--- config.mk ---
export PLATFORM = sky130hd
export DESIGN_NAME = nibble_serial_adder_ctrl_flat
export DESIGN_NICKNAME = d
export VERILOG_FILES = /design/src/rtl/nibble_serial_adder_ctrl_if.sv /design/src/rtl/nibble_serial_adder_ctrl.sv /design/src/flat_wrapper.sv
export SDC_FILE = /design/constraint.sdc
export NUM_CORES = 1
export LEC_CHECK = 0
export BUFFER_PORTS_ARGS = -buffer_cell sky130_fd_sc_hd__buf_2
export CAP_MARGIN = 20
export CELL_PAD_IN_SITES_DETAIL_PLACEMENT = 1
export CELL_PAD_IN_SITES_GLOBAL_PLACEMENT = 2
export CORE_UTILIZATION = 29
export DETAILED_ROUTE_END_ITERATION = 7
export GPL_TIMING_DRIVEN = 0
export HOLD_SLACK_MARGIN = 0.03
export MAX_ROUTING_LAYER = met4
export PLACE_DENSITY = 0.77
export SETUP_SLACK_MARGIN = 0.5
export SYNTH_ARGS = -nofsm -noshare
export SYNTH_HDL_FRONTEND = slang
export SYNTH_SLANG_ARGS = --single-unit
--- constraint.sdc ---
create_clock -name clk -period 2.9 [get_ports clk]
set_clock_uncertainty 0.15 [all_clocks]
set_input_delay 0.145 -clock clk [delete_from_list [all_inputs] [get_ports clk]]
set_output_delay 0.145 -clock clk [all_outputs]
set_load 0.02 [all_outputs]
--- src/rtl/nibble_serial_adder_ctrl_if.sv ---
// Request/result bundle for nibble_serial_adder_ctrl.
// master (requester): drives start/sub/ci/a/b and observes busy/done/valid/sum/cout/ovf.
// slave  (controller): the reverse.
interface nibble_serial_adder_ctrl_if #(
    parameter int unsigned WORDS = 4
) ();
    localparam int unsigned W = 4 * WORDS;

    logic         start;
    logic         sub;
    logic         ci;
    logic [W-1:0] a;
    logic [W-1:0] b;
    logic         busy;
    logic         done;
    logic         valid;
    logic [W-1:0] sum;
    logic         cout;
    logic         ovf;

    modport master (
        output start, sub, ci, a, b,
        input  busy, done, valid, sum, cout, ovf
    );

    modport slave (
        input  start, sub, ci, a, b,
        output busy, done, valid, sum, cout, ovf
    );
endinterface

--- src/rtl/nibble_serial_adder_ctrl.sv ---
// Wide add/subtract built by reusing one 4-bit ripple slice over WORDS nibbles,
// least significant nibble first, with the carry held in a register between cycles.
// Ports:
//   clk  - clock, all state updates on the rising edge
//   rst  - synchronous active-high reset
//   bus  - slave side of nibble_serial_adder_ctrl_if
//          (start/sub/ci/a/b in; busy/done/valid/sum/cout/ovf out, all registered)
module nibble_serial_adder_ctrl #(
    parameter int unsigned WORDS = 4
) (
    input  logic                         clk,
    input  logic                         rst,
    nibble_serial_adder_ctrl_if.slave    bus
);
    localparam int unsigned W  = 4 * WORDS;
    localparam int unsigned IW = $clog2(WORDS);
    localparam logic [IW-1:0] LAST_IDX = IW'(WORDS - 1);

    typedef enum logic [1:0] {S_IDLE, S_RUN, S_DONE} state_t;

    state_t        state_q;
    logic [IW-1:0] idx_q;
    logic [W-1:0]  a_q;
    logic [W-1:0]  b_q;       // b already inverted in subtract mode
    logic [W-1:0]  sum_q;
    logic          carry_q;
    logic          busy_q;
    logic          done_q;
    logic          valid_q;
    logic          cout_q;
    logic          ovf_q;

    logic [IW+1:0] ofs_c;
    logic [3:0]    nib_a_c;
    logic [3:0]    nib_b_c;
    logic [4:0]    slice_c;

    // The single 4-bit ripple slice, fed with the nibble selected by idx_q.
    always_comb begin
        ofs_c   = {idx_q, 2'b00};
        nib_a_c = a_q[ofs_c +: 4];
        nib_b_c = b_q[ofs_c +: 4];
        slice_c = 5'(nib_a_c) + 5'(nib_b_c) + 5'(carry_q);
    end

    // Sequencer: state, operand latches, carry chain and registered outputs.
    always_ff @(posedge clk) begin
        if (rst) begin
            state_q <= S_IDLE;
            idx_q   <= '0;
            a_q     <= '0;
            b_q     <= '0;
            sum_q   <= '0;
            carry_q <= 1'b0;
            busy_q  <= 1'b0;
            done_q  <= 1'b0;
            valid_q <= 1'b0;
            cout_q  <= 1'b0;
            ovf_q   <= 1'b0;
        end else begin
            done_q <= 1'b0;
            case (state_q)
                S_IDLE: begin
                    if (bus.start) begin
                        a_q     <= bus.a;
                        b_q     <= bus.b ^ {W{bus.sub}};
                        // Subtract is a + ~b + 1, so the carry seeds to 1.
                        carry_q <= bus.sub | bus.ci;
                        idx_q   <= '0;
                        valid_q <= 1'b0;
                        busy_q  <= 1'b1;
                        state_q <= S_RUN;
                    end
                end
                S_RUN: begin
                    sum_q[ofs_c +: 4] <= slice_c[3:0];
                    carry_q           <= slice_c[4];
                    if (idx_q == LAST_IDX) begin
                        cout_q  <= slice_c[4];
                        // Signed overflow: like-signed operands, result sign differs.
                        ovf_q   <= (a_q[W-1] == b_q[W-1]) && (slice_c[3] != a_q[W-1]);
                        busy_q  <= 1'b0;
                        done_q  <= 1'b1;
                        valid_q <= 1'b1;
                        state_q <= S_DONE;
                    end else begin
                        idx_q <= idx_q + IW'(1);
                    end
                end
                S_DONE: begin
                    state_q <= S_IDLE;
                end
                default: begin
                    state_q <= S_IDLE;
                end
            endcase
        end
    end

    assign bus.busy  = busy_q;
    assign bus.done  = done_q;
    assign bus.valid = valid_q;
    assign bus.sum   = sum_q;
    assign bus.cout  = cout_q;
    assign bus.ovf   = ovf_q;
endmodule

--- src/flat_wrapper.sv ---
// flat-port wrapper written by rule: the top's interface ports become plain ports
module nibble_serial_adder_ctrl_flat 
#(
    parameter int unsigned WORDS = 4
)
  (clk, rst, bus_start, bus_sub, bus_ci, bus_a, bus_b, bus_busy, bus_done, bus_valid, bus_sum, bus_cout, bus_ovf);
  nibble_serial_adder_ctrl_if #(.WORDS(WORDS)) bus_i ();
  input  logic clk;
  input  logic rst;
  input wire logic [$bits(bus_i.start)-1:0] bus_start;
  input wire logic [$bits(bus_i.sub)-1:0] bus_sub;
  input wire logic [$bits(bus_i.ci)-1:0] bus_ci;
  input wire logic [$bits(bus_i.a)-1:0] bus_a;
  input wire logic [$bits(bus_i.b)-1:0] bus_b;
  output wire logic [$bits(bus_i.busy)-1:0] bus_busy;
  output wire logic [$bits(bus_i.done)-1:0] bus_done;
  output wire logic [$bits(bus_i.valid)-1:0] bus_valid;
  output wire logic [$bits(bus_i.sum)-1:0] bus_sum;
  output wire logic [$bits(bus_i.cout)-1:0] bus_cout;
  output wire logic [$bits(bus_i.ovf)-1:0] bus_ovf;
  assign bus_i.start = bus_start;
  assign bus_i.sub = bus_sub;
  assign bus_i.ci = bus_ci;
  assign bus_i.a = bus_a;
  assign bus_i.b = bus_b;
  assign bus_busy = bus_i.busy;
  assign bus_done = bus_i.done;
  assign bus_valid = bus_i.valid;
  assign bus_sum = bus_i.sum;
  assign bus_cout = bus_i.cout;
  assign bus_ovf = bus_i.ovf;
  nibble_serial_adder_ctrl #(.WORDS(WORDS)) u_core (.clk(clk), .rst(rst), .bus(bus_i));
endmodule
Word level (Yosys, flattened, before mapping):

Cells that the tools add are included.

* flip-flop bits (word level): 58
* input port bits: 37
* output and inout port bits: 21
* word-level logic and storage cells: 55

* add/sub/neg operators: 4
* eq/ne operators: 7
* shift operators: 4
* muxes and demuxes: 16
* bitwise operators: 3
* reduce and logical (&&, ||, !) cells: 10

Operators with widths (count)
* indexed part select 16 x 5 -> 4 bit: 2
* bitwise mux 16 bit: 1
* variable shift 4 x 6 -> 16 bit, first input constant: 1
* indexed part select 4 x 6 -> 16 bit: 1
* bitwise XOR 16 bit: 1
* 2-to-1 mux 2 bit: 4
* one-hot mux 2 bit (2 select lines): 2
* AND reduction 2 bit: 4
* 2-to-1 mux 1 bit: 6
* negation 4 -> 6 bit: 1
* one-hot mux 1 bit (2 select lines): 3
* AND reduction 3 bit: 2
* adder 4 x 4 -> 5 bit: 1
* adder 5 x 1 -> 5 bit: 1
* != test 2 bit, second input constant: 2
* adder 2 x 1 -> 2 bit, second input constant: 1
* == test 2 x 1 -> 1 bit, second input constant: 1
* == test 2 bit, second input constant: 1
* zero test 2 bit: 1
* != test 2 x 1 -> 1 bit, second input constant: 1
* nonzero test 2 bit: 1
* OR reduction 2 bit: 1
* == test 1 bit: 1
* logical AND 1 bit: 1
* 3 further kinds: 3

Logic depth before layout (Yosys ltp):

Gate-level depths: netlist (run 1).

* word-level depth: 5
* mapped depth: 7
* mapped depth without buffers: 6

Worst setup path before layout (run 1):

OpenSTA, ideal clock, no wires.

* kind: flip-flop to flip-flop
* start point: reg u_core.idx_q[0]
* end point: reg u_core.ovf_q (netlist: u_core.bus.ovf)
* arrival: 2611 ps
* data required time: 2659 ps
* slack: 48 ps
* cell stages (with the launch flop): 8
* period minus slack after synthesis: 2852 ps
* cells stage by stage: dfxtp_1 > buf_2 > mux4_2 > fa_1 > nand3_1 > a21boi_1 > or4_1 > a311oi_1

* longest elaborated chain between the ends: 5

Ends and longest elaborated chain
* from (decl): RTL line nibble_serial_adder_ctrl.sv:22 `logic [IW-1:0] idx_q;`
* from (signal assigned): RTL line nibble_serial_adder_ctrl.sv:87 `idx_q <= idx_q + IW'(1);`
* indexed part select 16 x 5 -> 4 bit (on tied branches): RTL line nibble_serial_adder_ctrl.sv:41, nibble_serial_adder_ctrl.sv:42
* adder 4 x 4 -> 5 bit: RTL line nibble_serial_adder_ctrl.sv:43 `slice_c = 5'(nib_a_c) + 5'(nib_b_c) + 5'(carry_q);`
* adder 5 x 1 -> 5 bit: RTL line nibble_serial_adder_ctrl.sv:43
* != test 1 bit: RTL line nibble_serial_adder_ctrl.sv:81 `ovf_q <= (a_q[W-1] == b_q[W-1]) && (slice_c[3] != a_q[W-1]);`
* logical AND 1 bit: RTL line nibble_serial_adder_ctrl.sv:81
* to (signal assigned): RTL line nibble_serial_adder_ctrl.sv:81
* to (decl): RTL line nibble_serial_adder_ctrl.sv:31 `logic ovf_q;`

Several ways; a longest one is shown, not always the timed one.
A chain may end at the register's enable or synchronous reset.

Worst setup path in the final report (run 1):

* start point: reg u_core.idx_q[0]
* end point: reg u_core.cout_q (netlist: u_core.bus.cout)

* longest elaborated chain between the ends: 3

Ends and longest elaborated chain
* indexed part select 16 x 5 -> 4 bit (on tied branches): RTL line nibble_serial_adder_ctrl.sv:41, nibble_serial_adder_ctrl.sv:42
* adder 4 x 4 -> 5 bit: RTL line nibble_serial_adder_ctrl.sv:43
* adder 5 x 1 -> 5 bit: RTL line nibble_serial_adder_ctrl.sv:43
* to (signal assigned): RTL line nibble_serial_adder_ctrl.sv:79 `cout_q <= slice_c[4];`
* to (decl): RTL line nibble_serial_adder_ctrl.sv:30 `logic cout_q;`

Several ways; a longest one is shown, not always the timed one.

==> metrics.yaml, run 1 <==
ir_drop_mv: 0.250
die_area_um2: 9410
cp-startpoint: "u_core.idx_q[0]"
ant_nets: 0
ioPinCount: 58
critical_path_class: "flip-flop to flip-flop"
vias: 2357
fin_tns_setup_ns: 0
finalSetupViolations: 0
maxCapViolations: 0
root_buffer: "clkbuf_8"
final_common_cell: "buf_2"
ys.warnings.count: 0
dieWidth_um: 97.0
first_pass_iters: 4
clockPowerShare: 0.370
synth-seq-cells: 58
min_period_ns: 2.65
endpoint_kind: "flip-flop"
fmaxAchievable_mhz: 377
synth_fp_nets: 328
path_clk_slew_ns: 0.07
portBuffers: 55
tritoncts: "built"
cts.path.max_buffers: 2
clock_sinks: 58
grt_max_degree: 11
detail_route.vias_per_cell: 4.76
htree_levels: 3
ys_seq_area_frac: 0.444
syn-cell-area_um2: 2620
antenna_found_initial: 0
fin_crit_sh: 0.914
dr.first_iter.drc_count: 45
post_dp_cell_area_um2: 3090
overflow: 0
cts_buffers: 9
grt_pass1_vias: 2475
worst_pin_slew_ns: 0.636
p_sw_uw: 542
mostFrequentLayoutCells: "buf_2, dfxtp_1, nand2_1"
switching_share: 0.271
powerDensity_nw_per_um2: 535
rr_startpoint: "u_core.idx_q[0]"
slew_viol_final: 0
min_path_type: "input pin to flip-flop"
outcome: "complete, no violations"
final_nets: 432
hold_start: "bus_start"
synth_cells: 280
wl_per_cell_um: 15.6
power_leakage_nw: 1.49
dp.final_hpwl_um: 5210
p_seq_frac: 0.434
finalHoldViolCount: 0
drc: 0
wl_um: 7730
core_um2: 8720
grt_usage: 0.179
max-slew-margin-rel: 0.576
antenna_cells: 0
intPower_mw: 1.46
combPwrFrac: 0.195
cp.arrival_ns: 2.69
power_mw: 2.00
clk_latency_ns: 0.33
ys_types: 35
rows: 34
async_flop_share: 0
drive_above_1_share: 0.295
crit_fanout: 5
syn_avg_cell_area_um2: 9.34
rsz0062_at_grt: "yes"
finish.utilization: 0.429
synth_edf_count: 0
synth-main-ff-cell: "dfxtp_1"
final_area_um2: 3740
start_util: 0.300
required_ns: 2.94
gp_congestion: 0.721
startpoint_type: "flip-flop"
grt_pass1_wl_um: 12700
area_growth_syn_to_layout_pct: 42.9
die_y_um: 97.0
==> through the flow <==
stage	hold WS (ns)	std cells	worst slack, ns
2_1_floorplan	0.131	280	0.430
3_3_place_gp	0.238	443	0.0226
3_5_place_dp	0.247	443	0.0217
4_1_cts	0.0573	494	0.248
5_1_grt	0.110	495	0.179
6_report	0.0747	495	0.250
==> cells by family after synthesis <==
logic type,synth area share
simple gates,0.187
fa+ha+maj,0.0583
mux,0.0689
xor+xnor,0.0569
compound gates,0.154
buf+inv,0.0311
flops,0.444
==> cell type report <==
cell class                      count  area (um2)
Fill cell                        1015        4980
Multi-Input combinational cell    202        1490
Sequential cell                    58        1160
Timing Repair Buffer               93         658
Clock buffer                       11         151
Tap cell                          108         135
Buffer                             17        88.8
Clock inverter                      3        40.0
Inverter                            3        11.3
==> per-layer routing <==
layer	routed length [um]	track usage	share of wire	vias to the layer above
met3	228	0.0332	0.030	9
met5	0	-	0	-
met1	3420	0.206	0.44	1124
li1	-	-	-	1183
met2	3980	0.309	0.51	41
met4	96	0.0654	0.012	0
==> critical path, stage by stage, from the launching register on <==
cell	delay, ns
dfxtp_4	0.38
buf_12	0.13
mux4_2	0.55
fa_2	0.40
fa_2	0.46
a21o_2	0.23
a21oi_4	0.13
a211oi_1	0.08
==> synth_stat cells (2+ instances only) <==
cell type,number,area (um2)
nand2_1,45,169
or4_1,2,15.0
fa_1,2,40.0
mux4_2,8,180
a211oi_1,17,128
dfxtp_1,58,1160
buf_2,5,25.0
clkbuf_1,11,41.3
a22oi_1,13,97.6
inv_1,3,11.3
nor2_1,40,150
ha_1,9,113
a21oi_1,28,140
or3b_1,3,26.3
xnor2_1,16,140
==> registers in the layout, indices dropped and copies added (netlist names) <==
signal	count
u_core.bus.cout	1
u_core.bus.busy	1
u_core.bus.sum	16
u_core.b_q	16
u_core.carry_q	1
u_core.idx_q	2
u_core.bus.done	1
u_core.a_q	16
u_core.bus.valid	1
u_core.state_q	2
u_core.bus.ovf	1
==> power by group through the flow <==
stage	sequential [mW]	combinational, mW	clock, mW
CTS	0.868	0.379	0.759
global route	0.873	0.426	0.792
global placement	0.884	0.313	0
detailed placement	0.887	0.318	0
floorplan	0.884	0.209	0
finish	0.869	0.390	0.741
==> final timing paths <==
path	to	slack, ns	depth (start not counted)
setup / recovery	u_core.bus.cout	0.25	7
hold / removal	u_core.carry_q	0.07	4
setup reg to reg	u_core.bus.cout	0.25	7
hold reg to reg	u_core.bus.sum[7]	0.31	2
==> timing repair <==
action / in CTS / in global routing
gates resized for setup: 8 / 6
endpoints found under the hold margin: 32 / 0
hold buffers: 32 / 0
setup buffers: 5 / 0
setup endpoints to repair: 15 / 15
pin swaps: 5 / 2
cloned: 0 / 1
Note: power is estimated with default switching activity, not from simulation.
==> run 2: changes to the inputs <==
ABC_CLOCK_PERIOD_IN_PS = 2900   (was not set)
PLACE_DENSITY = 0.71   (was 0.77)
==> run 2 against run 1 <==
  * Via count grew 2.4%
  * Maximum frequency grew 0.13%
  * Final area grew 1.3%
  * Die area is the same
  * Routed wire length grew 0.54%
  * Setup slack gained 0.0035 ns
  * Worst hold slack gained 0.016 ns
  * Core utilization grew 0.56 points
==> metrics.yaml, run 2 (synthesized netlist as in run 1, its figures left out) <==
outcome: "complete, no violations"
path_clk_slew_ns: 0.06
p_seq_frac: 0.437
combPwrFrac: 0.205
min_path_type: "input pin to flip-flop"
start_util: 0.300
multiInputGateArea_um2: 1500
grt_usage: 0.181
endpoint_kind: "flip-flop"
grt_max_degree: 11
root_buffer: "clkbuf_8"
min_period_ns: 2.65
rows: 34
final_common_cell: "buf_2"
fin_crit_sh: 0.913
gp_congestion: 0.733
first_pass_iters: 4
finish.utilization: 0.434
reg2reg_to: "u_core.carry_q"
wl_um: 7770
dr.first_iter.drc_count: 62
rr_startpoint: "u_core.idx_q[0]"
reg2reg_slack_ns: 0.25
ir_drop_mv: 0.210
htree_levels: 3
startpoint_type: "flip-flop"
clock_sinks: 58
ioPinCount: 58
powerDensity_nw_per_um2: 525
portBuffers: 55
drive_above_1_share: 0.307
grt_pass1_vias: 2409
overflow: 0
worst_hold_slack_ns: 0.0903
slew_viol_final: 0
cts_buffers: 9
die_area_um2: 9410
maxCapViolations: 0
finalHoldViolCount: 0
cp.arrival_ns: 2.69
crit_fanout: 5
drc: 0
required_ns: 2.94
finalSetupViolations: 0
dp.final_hpwl_um: 5260
max-slew-margin-rel: 0.592
r2r_cells: 7
clk_latency_ns: 0.33
area_growth_syn_to_layout_pct: 44.8
stdcell_count: 499
seqCellArea_um2: 1160
fillers: 992
cp-startpoint: "u_core.idx_q[0]"
crit_end: "u_core.carry_q"
ant_nets: 0
mostFrequentLayoutCells: "buf_2, dfxtp_1, nand2_1"
vias: 2414
dieWidth_um: 97.0
power_leakage_nw: 1.50
rsz0062_at_grt: "yes"
cts.path.max_buffers: 2
detail_route.vias_per_cell: 4.84
worst_pin_slew_ns: 0.612
fmaxAchievable_mhz: 378
final_nets: 435
antenna_cells: 0
antenna_found_initial: 0
critical_path_class: "flip-flop to flip-flop"
switching_share: 0.278
intPower_mw: 1.43
place_inst: 443
tritoncts: "built"
grt_pass1_wl_um: 12500
die_y_um: 97.0
p_sw_uw: 553
wl_per_cell_um: 15.6
core_um2: 8720
clockPowerShare: 0.359
==> run 2: cell count changes in the layout (fill, tap and decap cells not counted), moves of 2 or more <==
cell | previous run | this run
a21oi_1 | 26 | 24
a21oi_2 | 1 | 3
buf_4 | 5 | 7
clkbuf_8 | 11 | 13
==> run 2: power by group through the flow <==
stage | Sequential, mW | Combinational (mW) | Clock, mW
2_1_floorplan | 0.884 | 0.209 | 0
3_3_place_gp | 0.885 | 0.313 | 0
3_5_place_dp | 0.886 | 0.319 | 0
4_1_cts | 0.868 | 0.393 | 0.731
5_1_grt | 0.872 | 0.446 | 0.774
6_report | 0.868 | 0.407 | 0.713
==> run 2: worst max-delay path, stage by stage (launching register included) <==
cell and delay (ns):
dfxtp_4 0.39, buf_12 0.13, mux4_2 0.55, fa_2 0.41, fa_2 0.41, a21o_4 0.23
a21oi_4 0.14, a21oi_1 0.10
==> run 2: final cells by class <==
class                      instances  area share
clock buffer                      13      0.0472
clock inverter                     2     0.00264
buffer                            17      0.0234
inverter                           3     0.00297
sequential                        58       0.307
timing repair buffer              96       0.184
multi-input combinational        202       0.397
tap                              108      0.0357
==> run 2: metal layers <==
metal / up-vias / track usage / wire length (um)
li1: 1186 / - / -
met1: 1159 / 0.216 / 3600
met2: 58 / 0.289 / 3680
met3: 11 / 0.0462 / 345
met4: 0 / 0.0758 / 137
met5: - / - / 0
==> run 2: how the worst min path moves through the flow <==
stage,endpoint,startpoint,slack [ns],depth (start not counted)
6_report,u_core.state_q[0],rst,0.09,2
5_1_grt,u_core.bus.busy,rst,0.14,2
4_1_cts,u_core.carry_q,bus_start,0.06,4
3_5_place_dp,u_core.a_q[7],bus_a[7],0.25,3
3_3_place_gp,u_core.a_q[7],bus_a[7],0.24,3
2_1_floorplan,u_core.a_q[0],bus_a[0],0.13,2
==> run 2: what timing repair did <==
item | 4_1_cts | 5_1_grt
gates cloned | 1 | 0
endpoints found under the setup margin | 15 | 15
hold endpoints to repair | 32 | 0
pin swaps | 5 | 3
resized for setup | 10 | 7
setup buffers | 6 | 2
hold buffers | 32 | 0
==> run 2: through the flow <==
stage          instance area, um2  setup WS, ns  total power [mW]  setup TNS [ns]
3_5_place_dp                 3090       -0.0128              1.20         -0.0293
5_1_grt                      3790         0.174              2.09               0
2_1_floorplan                2680         0.430              1.09               0
6_report                     3790         0.253              1.99               0
3_3_place_gp                 3090       -0.0227              1.20         -0.0449
4_1_cts                      3740         0.233              1.99               0
